===== config.mk =====
export PLATFORM = sky130hd
export DESIGN_NAME = rev_counter_seq_flat
export DESIGN_NICKNAME = d
export VERILOG_FILES = /design/src/rtl/rev_counter_seq_pkg.sv /design/src/rtl/rev_counter_seq_if.sv /design/src/rtl/rev_counter_seq_btn_debounce.sv /design/src/rtl/rev_counter_seq.sv /design/src/flat_wrapper.sv
export SDC_FILE = /design/constraint.sdc
export NUM_CORES = 1
export LEC_CHECK = 0
export BUFFER_PORTS_ARGS = -buffer_cell sky130_fd_sc_hd__buf_4
export CAP_MARGIN = 5
export CORE_MARGIN = 1.5
export CORE_UTILIZATION = 60
export DETAILED_ROUTE_END_ITERATION = 8
export PLACE_DENSITY = 0.89
export SETUP_SLACK_MARGIN = 0.05
export SLEW_MARGIN = 5
export SYNTH_ARGS = -nofsm -noshare
export SYNTH_HDL_FRONTEND = slang
export SYNTH_SLANG_ARGS = --single-unit

===== constraint.sdc =====
create_clock -name clk -period 4.1 [get_ports clk]
set_clock_uncertainty 0.05 [all_clocks]
set_input_delay 0.82 -clock clk [delete_from_list [all_inputs] [get_ports clk]]
set_output_delay 0.82 -clock clk [all_outputs]
set_load 0.05 [all_outputs]

===== src/rtl/rev_counter_seq_pkg.sv =====
// rev_counter_seq_pkg: shared encodings for the reversible-counter sequencer.
package rev_counter_seq_pkg;
    typedef enum logic [1:0] {
        S_IDLE  = 2'd0,
        S_RUN   = 2'd1,
        S_PAUSE = 2'd2,
        S_END   = 2'd3
    } state_t;
    localparam logic       DIR_UP        = 1'b1;
    localparam logic [3:0] LES_BLINK_ALL = 4'b1111;
    localparam logic [3:0] LES_NONE      = 4'b0000;
    localparam logic [3:0] POINTS_OFF    = 4'b1111;
    localparam logic [3:0] POINTS_DOWN   = 4'b1110;
    function automatic logic [3:0] points_for(input logic dir);
        return (dir == DIR_UP) ? POINTS_OFF : POINTS_DOWN;
    endfunction
endpackage


===== src/rtl/rev_counter_seq_if.sv =====
// rev_counter_seq_if: buttons, counter control and display control around the sequencer.
interface rev_counter_seq_if;
    import rev_counter_seq_pkg::*;
    logic       btn_run, btn_dir, btn_clr, auto_rev, Rc;
    logic       cnt_en, cnt_dir, cnt_clr;
    state_t     state;
    logic [3:0] LES, points;
    modport master (
        input  btn_run, btn_dir, btn_clr, auto_rev, Rc,
        output cnt_en, cnt_dir, cnt_clr, state, LES, points
    );
    modport slave (
        output btn_run, btn_dir, btn_clr, auto_rev, Rc,
        input  cnt_en, cnt_dir, cnt_clr, state, LES, points
    );
endinterface


===== src/rtl/rev_counter_seq_btn_debounce.sv =====
// btn_debounce: synchronises a raw button, accepts a level after DB_CYCLES stable
// cycles, and emits a one-cycle press pulse on each accepted rising level.
module btn_debounce #(
    parameter int DB_CYCLES = 1000000
) (
    input  logic clk,
    input  logic RST_n,
    input  logic raw,
    output logic level,
    output logic press
);
    localparam int CW = $clog2(DB_CYCLES + 1);
    logic          r_s1, r_s2, r_level, r_level_d, r_press;
    logic [CW-1:0] r_cnt;
    always_ff @(posedge clk) begin
        if (!RST_n) begin
            {r_s1, r_s2, r_level, r_level_d, r_press} <= '0;
            r_cnt <= '0;
        end else begin
            r_s1      <= raw;
            r_s2      <= r_s1;
            r_level_d <= r_level;
            r_press   <= r_level & ~r_level_d;
            if (r_s2 == r_level) begin
                r_cnt <= '0;
            end else if (r_cnt == CW'(DB_CYCLES - 1)) begin
                r_level <= r_s2;
                r_cnt   <= '0;
            end else begin
                r_cnt <= r_cnt + 1'b1;
            end
        end
    end
    assign level = r_level;
    assign press = r_press;
endmodule


===== src/rtl/rev_counter_seq.sv =====
// rev_counter_seq: run/pause/end sequencer pacing the 16-bit reversible counter with
// single-clock tick enables and driving the display blink/point controls.
module rev_counter_seq
    import rev_counter_seq_pkg::*;
#(
    parameter int TICK_DIV  = 10000000,
    parameter int DB_CYCLES = 1000000
) (
    input  logic              clk,
    input  logic              RST_n,
    rev_counter_seq_if.master bus
);
    localparam int            PW     = $clog2(TICK_DIV);
    localparam logic [PW-1:0] P_LAST = PW'(TICK_DIV - 1);
    logic          w_run_p, w_dir_p, w_clr_p, w_run, w_dir, w_clr;
    logic          w_due, w_en, w_dir_n, w_pend;
    logic [PW-1:0] w_presc;
    state_t        w_state;
    state_t        r_state;
    logic          r_cnt_en, r_cnt_dir, r_cnt_clr, r_pend;
    logic [3:0]    r_les, r_points;
    logic [PW-1:0] r_presc;
    btn_debounce #(.DB_CYCLES(DB_CYCLES)) u_db_run (
        .clk(clk), .RST_n(RST_n), .raw(bus.btn_run), .level(), .press(w_run_p)
    );
    btn_debounce #(.DB_CYCLES(DB_CYCLES)) u_db_dir (
        .clk(clk), .RST_n(RST_n), .raw(bus.btn_dir), .level(), .press(w_dir_p)
    );
    btn_debounce #(.DB_CYCLES(DB_CYCLES)) u_db_clr (
        .clk(clk), .RST_n(RST_n), .raw(bus.btn_clr), .level(), .press(w_clr_p)
    );
    assign w_clr = w_clr_p;
    assign w_run = w_run_p & ~w_clr_p;
    assign w_dir = w_dir_p & ~w_run_p & ~w_clr_p;
    assign w_due = (r_presc == P_LAST) | r_pend;
    always_comb begin
        w_state = r_state;
        w_dir_n = r_cnt_dir;
        w_en    = 1'b0;
        w_pend  = r_pend;
        w_presc = r_presc;
        if (w_clr) begin
            w_state = S_IDLE;
            w_presc = '0;
            w_pend  = 1'b0;
        end else begin
            case (r_state)
                S_IDLE: begin
                    w_state = w_run ? S_RUN : S_IDLE;
                    w_presc = '0;
                    w_pend  = 1'b0;
                    w_dir_n = r_cnt_dir ^ w_dir;
                end
                S_PAUSE: begin
                    w_state = w_run ? S_RUN : S_PAUSE;
                    w_dir_n = r_cnt_dir ^ w_dir;
                end
                S_END: begin
                    w_state = w_dir ? S_PAUSE : S_END;
                    w_dir_n = r_cnt_dir ^ w_dir;
                end
                default: begin
                    if (w_run) begin
                        w_state = S_PAUSE;
                    end else begin
                        w_presc = (r_presc == P_LAST) ? '0 : r_presc + 1'b1;
                        // a tick meeting a direction flip waits one cycle so Rc reflects the new direction
                        if (w_dir) begin
                            w_dir_n = ~r_cnt_dir;
                            w_pend  = w_due;
                        end else if (w_due) begin
                            w_pend  = 1'b0;
                            w_en    = ~bus.Rc | bus.auto_rev;
                            w_dir_n = r_cnt_dir ^ (bus.Rc & bus.auto_rev);
                            w_state = (bus.Rc & ~bus.auto_rev) ? S_END : S_RUN;
                        end
                    end
                end
            endcase
        end
    end
    always_ff @(posedge clk) begin
        if (!RST_n) begin
            r_state   <= S_IDLE;
            r_cnt_en  <= 1'b0;
            r_cnt_dir <= DIR_UP;
            r_cnt_clr <= 1'b1;
            r_les     <= LES_NONE;
            r_points  <= POINTS_OFF;
            r_presc   <= '0;
            r_pend    <= 1'b0;
        end else begin
            r_state   <= w_state;
            r_cnt_en  <= w_en;
            r_cnt_dir <= w_dir_n;
            r_cnt_clr <= w_clr;
            r_les     <= (w_state == S_PAUSE || w_state == S_END) ? LES_BLINK_ALL : LES_NONE;
            r_points  <= points_for(w_dir_n);
            r_presc   <= w_presc;
            r_pend    <= w_pend;
        end
    end
    assign bus.state   = r_state;
    assign bus.cnt_en  = r_cnt_en;
    assign bus.cnt_dir = r_cnt_dir;
    assign bus.cnt_clr = r_cnt_clr;
    assign bus.LES     = r_les;
    assign bus.points  = r_points;
endmodule


===== src/flat_wrapper.sv =====
// flat-port wrapper written by rule: the top's interface ports become plain ports
module rev_counter_seq_flat import rev_counter_seq_pkg::*;
#(
    parameter int TICK_DIV  = 10000000,
    parameter int DB_CYCLES = 1000000
)
  (clk, RST_n, bus_btn_run, bus_btn_dir, bus_btn_clr, bus_auto_rev, bus_Rc, bus_cnt_en, bus_cnt_dir, bus_cnt_clr, bus_state, bus_LES, bus_points);
  rev_counter_seq_if bus_i ();
  input  logic clk;
  input  logic RST_n;
  input wire logic [$bits(bus_i.btn_run)-1:0] bus_btn_run;
  input wire logic [$bits(bus_i.btn_dir)-1:0] bus_btn_dir;
  input wire logic [$bits(bus_i.btn_clr)-1:0] bus_btn_clr;
  input wire logic [$bits(bus_i.auto_rev)-1:0] bus_auto_rev;
  input wire logic [$bits(bus_i.Rc)-1:0] bus_Rc;
  output wire logic [$bits(bus_i.cnt_en)-1:0] bus_cnt_en;
  output wire logic [$bits(bus_i.cnt_dir)-1:0] bus_cnt_dir;
  output wire logic [$bits(bus_i.cnt_clr)-1:0] bus_cnt_clr;
  output wire logic [$bits(bus_i.state)-1:0] bus_state;
  output wire logic [$bits(bus_i.LES)-1:0] bus_LES;
  output wire logic [$bits(bus_i.points)-1:0] bus_points;
  assign bus_i.btn_run = bus_btn_run;
  assign bus_i.btn_dir = bus_btn_dir;
  assign bus_i.btn_clr = bus_btn_clr;
  assign bus_i.auto_rev = bus_auto_rev;
  assign bus_i.Rc = bus_Rc;
  assign bus_cnt_en = bus_i.cnt_en;
  assign bus_cnt_dir = bus_i.cnt_dir;
  assign bus_cnt_clr = bus_i.cnt_clr;
  assign bus_state = bus_i.state;
  assign bus_LES = bus_i.LES;
  assign bus_points = bus_i.points;
  rev_counter_seq #(.TICK_DIV(TICK_DIV), .DB_CYCLES(DB_CYCLES)) u_core (.clk(clk), .RST_n(RST_n), .bus(bus_i));
endmodule

Word level (Yosys, flattened, before mapping)
Cells that the tools add are included.
{"block": "word_totals", "regBits": 113, "latch_bits": 0, "ramBits": 0, "mem_bits_ro": 0, "in_bits": 7, "output_inout_bits": 13, "word_cells": 106, "memories": 0}
{"block": "classes", "addsub": 4, "n_mul": 0, "n_div": 0, "order_cmp": 0, "n_eq_ne": 12, "shifts": 0, "n_mux": 23, "n_bitwise": 26, "reduce_logical": 15}
{"operator": "$add 20x1->20 const B", "count": 3}
{"operator": "$eq 20x20->1 const B", "count": 3}
{"operator": "$mux 24", "count": 2}
{"operator": "$pmux 24 s2", "count": 1}
{"operator": "$add 24x1->24 const B", "count": 1}
{"operator": "$eq 24x24->1 const B", "count": 1}
{"operator": "$not 1->1", "count": 14}
{"operator": "$mux 2", "count": 6}
{"operator": "$reduce_or 3->1", "count": 4}
{"operator": "$mux 1", "count": 11}
{"operator": "$and 1x1->1", "count": 8}
{"operator": "$eq 2x2->1 const B", "count": 4}
{"operator": "$reduce_and 2->1", "count": 4}
{"operator": "$reduce_or 8->1", "count": 1}
{"operator": "$pmux 2 s3", "count": 1}
{"operator": "$mux 4", "count": 1}
{"operator": "$reduce_or 2->1", "count": 2}
{"operator": "$eq 1x1->1", "count": 3}
{"operator": "$reduce_and 3->1", "count": 1}
{"operator": "$reduce_bool 3->1", "count": 1}
{"operator": "$logic_not 2->1", "count": 1}
{"operator": "$ne 2x2->1 const B", "count": 1}
{"operator": "$or 1x1->1", "count": 2}
{"operator": "$pmux 1 s2", "count": 1}
{"operator": "other kinds (2)", "count": 3}

Longest topological paths before layout
{"block": "logic_depth", "word_depth": 11, "depth_mapped": 7, "ltp_nobuf": 6}

Hierarchy
A second synthesis with hierarchy kept.
{"block": "hier_totals", "hier_cells": 567, "area_unflattened_um2": 4972.3}
{"mod": "btn_debounce", "instances": 3, "cells_each": 116, "area_per_inst_um2": 1081.0, "seq_area_each_um2": 500.5}
{"mod": "rev_counter_seq", "instances": 1, "cells_each": 219, "area_per_inst_um2": 1729.2, "seq_area_each_um2": 620.6}

Worst setup path after synthesis
Ideal clock, no wire load.
{"block": "synth_path", "kind": "register to register", "start": "register u_core.r_state[0], in the netlist u_core.bus.state[0]", "end": "register u_core.r_presc[21]", "setup_time_ns": 0.074, "arrival_time_ns": 1.788, "required_ns": 3.976, "slack_ns": 2.187, "stages_incl_launch_ff": 8, "n_path_buf": 2, "synth_period_minus_slack_ns": 1.913, "cell_sequence": "dfxtp_1 buf_2 nor2b_2 nand3_1 a21oi_1 buf_2 a41oi_1 a31oi_1"}
{"block": "synth_via", "elab_chain_len": 4, "word_cells_on_any_way": 8, "classes_between": "eq/ne: 3; mux: 1; bitwise: 1; reduce/logical: 3"}
{"element": "start: declaration", "line": "rev_counter_seq.sv:19", "rtl": "state_t r_state;"}
{"element": "start signal: assignment", "line": "rev_counter_seq.sv:93", "rtl": "r_state <= w_state;"}
{"element": "$eq 2x2->1", "line": "rev_counter_seq.sv:47", "rtl": "case (r_state)"}
{"element": "$reduce_or 2->1 (no line)"}
{"element": "$not 1->1 (no line)"}
{"element": "$reduce_and 2->1 (no line)"}
{"element": "end signal: assignment", "line": "rev_counter_seq.sv:99", "rtl": "r_presc <= w_presc;"}
{"element": "end: declaration", "line": "rev_counter_seq.sv:22", "rtl": "logic [PW-1:0] r_presc;"}
Several ways; a longest one is shown, not always the timed one.
A chain may end at the register's enable or synchronous reset.

Final worst setup path
{"block": "layout_path", "start": "input port RST_n", "end": "register u_core.r_presc[17]"}
{"block": "layout_via", "elab_chain_len": 2}
{"element": "start: declaration", "line": "flat_wrapper.sv:10", "rtl": "input logic RST_n;"}
{"element": "$not 1->1 (no line)"}
{"element": "$reduce_or 2->1 (no line)"}
Every way passes these cells.

==> impl_metrics.toml <==
[sta]
min_period_over_period = 0.590
setup_viol = 0
fmax_mhz = 414
tns_ns = 0
tightest_slew_ns = 0.850
fin_crit_ns = 2.42
grt_setup_unrepaired = "no"
final_hold_viol_count = 0
slew_headroom = 0.429
finalMaxSlewViolations = 0

[critical_path]
crit_type = "input port to register"
r2r-start = "u_core.u_db_run.r_cnt[12]"
required_ns = 4.35
cpLargestDelayFamily = "simple AND/OR/NAND/NOR gates"
cp.arrival_ns = 2.67
rrSetupSlack_ns = 1.82
critPathSlowestCell = "nor2_1"
cp_max_fo = 19
startpoint = "RST_n"
start_kind = "input port"
cp_num_cells = 6
endpoint_kind = "register"
r2r_cells = 5
crit_chain = "buf_4 -> and2b_1 -> clkinv_1 -> nor2_1 -> a21oi_1 -> mux2i_1"
path_buf_inv = 2
slowest_delay_ns = 0.59
setup.worst_path.end = "u_core.r_presc[17]"
regToRegEndpoint = "u_core.u_db_run.r_cnt[6]"

[floorplanning]
initial_core_util = 0.626
core_sq_um = 7770
placementRows = 32
die_w_microns = 93.0
io_pins = 20
fp.dieH_microns = 93.0
dieArea_sq_um = 8650

[layout]
final_common_cell = "dfxtp_1"
stdcell_area_sq_um = 5160
drive_above_1_share = 0.0738
layout_common_cells = "106 x dfxtp_1, 87 x nor2_1, 43 x nand3_1, 43 x xor2_1, 42 x nand2_1"
nFillCells = 643
nNetsFinal = 575
finalNonFillerCells = 671
area.sequential_sq_um = 2120
syn_to_final_growth_pct = 6.20
multi_input_area_sq_um = 2530
antenna_cells = 0

[routing]
routedWlPerCell_microns = 14.9
vias_per_cell = 6.01
routed_wl_microns = 9970
antenna_left = 0
num_vias = 4035
drc = 0
dr.pass1.iters = 6
drtIter0Drc = 271

[place]
dp.cells = 655
placedInstanceArea_sq_um = 4940
finalWeightedCongestion = 0.944
hpwlAfterDp_microns = 6940
portBuffers = 16

[global_route]
grt_pass1_vias = 3847
grtUsageTotal = 0.247
antenna_found_initial = 0
grt_pass1_wl_microns = 17200
grt_overflow = 0
grt_max_degree = 21

[clocking]
clock_latency_ns = 0.37
clock-sinks = 106
clock_path_buffers = 2
post_cts_buffers = 0
hold_buffers = 0
root_buffer = "clkbuf_8"
h-tree-depth = 3
clk_pin_slew_ns = 0.10
cts_resized = 0
cts_tree = "yes"
cts_buffers = 9

[status]
outcome = "finished, final reports clean"

[power_and_ir_drop]
peakVddDrop_mv = 0.321
p_per_area_nw_per_um2 = 345
p_leak_nw = 1.74

[synth]
syn_inst = 562
syn-cell-area_sq_um = 4860
asyncSetResetFlopFracSynth = 0
synth_ff_type = "dfxtp_1"
synth_edf_count = 0
yosysWarnings = 0
synth.distinct_cells = 56
syn_avg_cell_area_sq_um = 8.65
yosysSeqAreaShare = 0.436
ys_seq_elements = 106

[hold_path]
hold_path_class = "register to register"

[flow_run]
maxCapViolations = 0
per-layer routing:
metal  part of all wire  track usage  up-vias
met2               0.49        0.411      134
met4              0.017       0.0997        0
met3              0.058       0.0569       17
met5                  0            0        -
li1                   -            -     1959
met1               0.44        0.307     1925
per-stage QoR:
| stage | power [mW] | util | hold slack [ns] | worst slack (ns) |
|---|---|---|---|---|
| 4_1_cts | 1.79 | 0.665 | 0.345 | 1.72 |
| 2_1_floorplan | 1.08 | - | 0.317 | 2.19 |
| 5_1_grt | 1.83 | 0.665 | 0.370 | 1.53 |
| 6_report | 1.78 | 0.665 | 0.347 | 1.68 |
| 3_5_place_dp | 1.09 | 0.636 | 0.330 | 1.39 |
| 3_3_place_gp | 1.09 | 0.636 | 0.322 | 1.53 |
area by class of cell:
class,count,share of cell area
inverters,10,0.00727
clock inverters,7,0.0196
repair buffers,16,0.0233
flip-flops and latches,106,0.411
well taps,102,0.0247
clock buffers,9,0.0240
multi-input cells,421,0.490
registers in the layout, summed over array words and instances, names as in the netlist, 2 cells and up:
register and flops:
u_core.bus.state 2, u_core.r_presc 24, u_core.u_db_clr.r_cnt 20, u_core.u_db_dir.r_cnt 20, u_core.u_db_run.r_cnt 20
logic make-up (layout without fill, tap and decap cells):
family,count (synthesis),after routing,synth area share
adders and majority gates,4,4,0.0103
buffers and inverters,37,42,0.0445
muxes,7,7,0.0147
xor gates and xnor gates,58,58,0.104
other,1,3,0.000771
DFF,106,106,0.436
and+or+nand+nor,292,292,0.316
AOI/OAI and AO/OA,57,57,0.0726
synthesized netlist by cell type (3+ instances only):
cell type	instances	area [sq um]
a21oi_1	20	100
a31oi_1	10	62.6
and2_1	16	100
and3_1	16	100
and4_1	5	43.8
buf_2	7	35.0
buf_4	7	52.6
buf_6	3	33.8
clkbuf_1	8	30.0
dfxtp_1	106	2120
ha_1	4	50.1
inv_1	9	33.8
mux2i_1	6	60.1
nand2_1	42	158
nand3_1	43	215
nand3b_1	5	37.5
nand4_1	22	138
nor2_1	87	327
nor2b_1	8	50.1
nor3_1	11	55.1
nor3b_1	4	30.0
nor4_1	9	56.3
o21ai_0	6	30.0
o21ai_1	4	20.0
or3_1	3	18.8
xnor2_1	15	131
xor2_1	43	377
power by group:
part / switching, mW / total [mW] / internal, mW
sequential: 0.00223 / 1.04 / 1.03
combinational: 0.0219 / 0.0301 / 0.00818
clock: 0.365 / 0.714 / 0.349
total: 0.389 / 1.78 / 1.39
worst min path at each step:
stage / from / end / slack [ns] / cells after the start
6_report: u_core.u_db_dir.r_level_d / u_core.u_db_dir.press / 0.35 / 1
5_1_grt: u_core.u_db_dir.r_level_d / u_core.u_db_dir.press / 0.37 / 1
4_1_cts: u_core.u_db_dir.r_level_d / u_core.u_db_dir.press / 0.34 / 1
3_5_place_dp: u_core.u_db_dir.r_level_d / u_core.u_db_dir.press / 0.33 / 1
3_3_place_gp: u_core.u_db_run.r_level_d / u_core.u_db_run.press / 0.32 / 1
2_1_floorplan: u_core.u_db_clr.r_level_d / u_core.u_db_clr.press / 0.32 / 1
(Power assumes the default switching activity.)
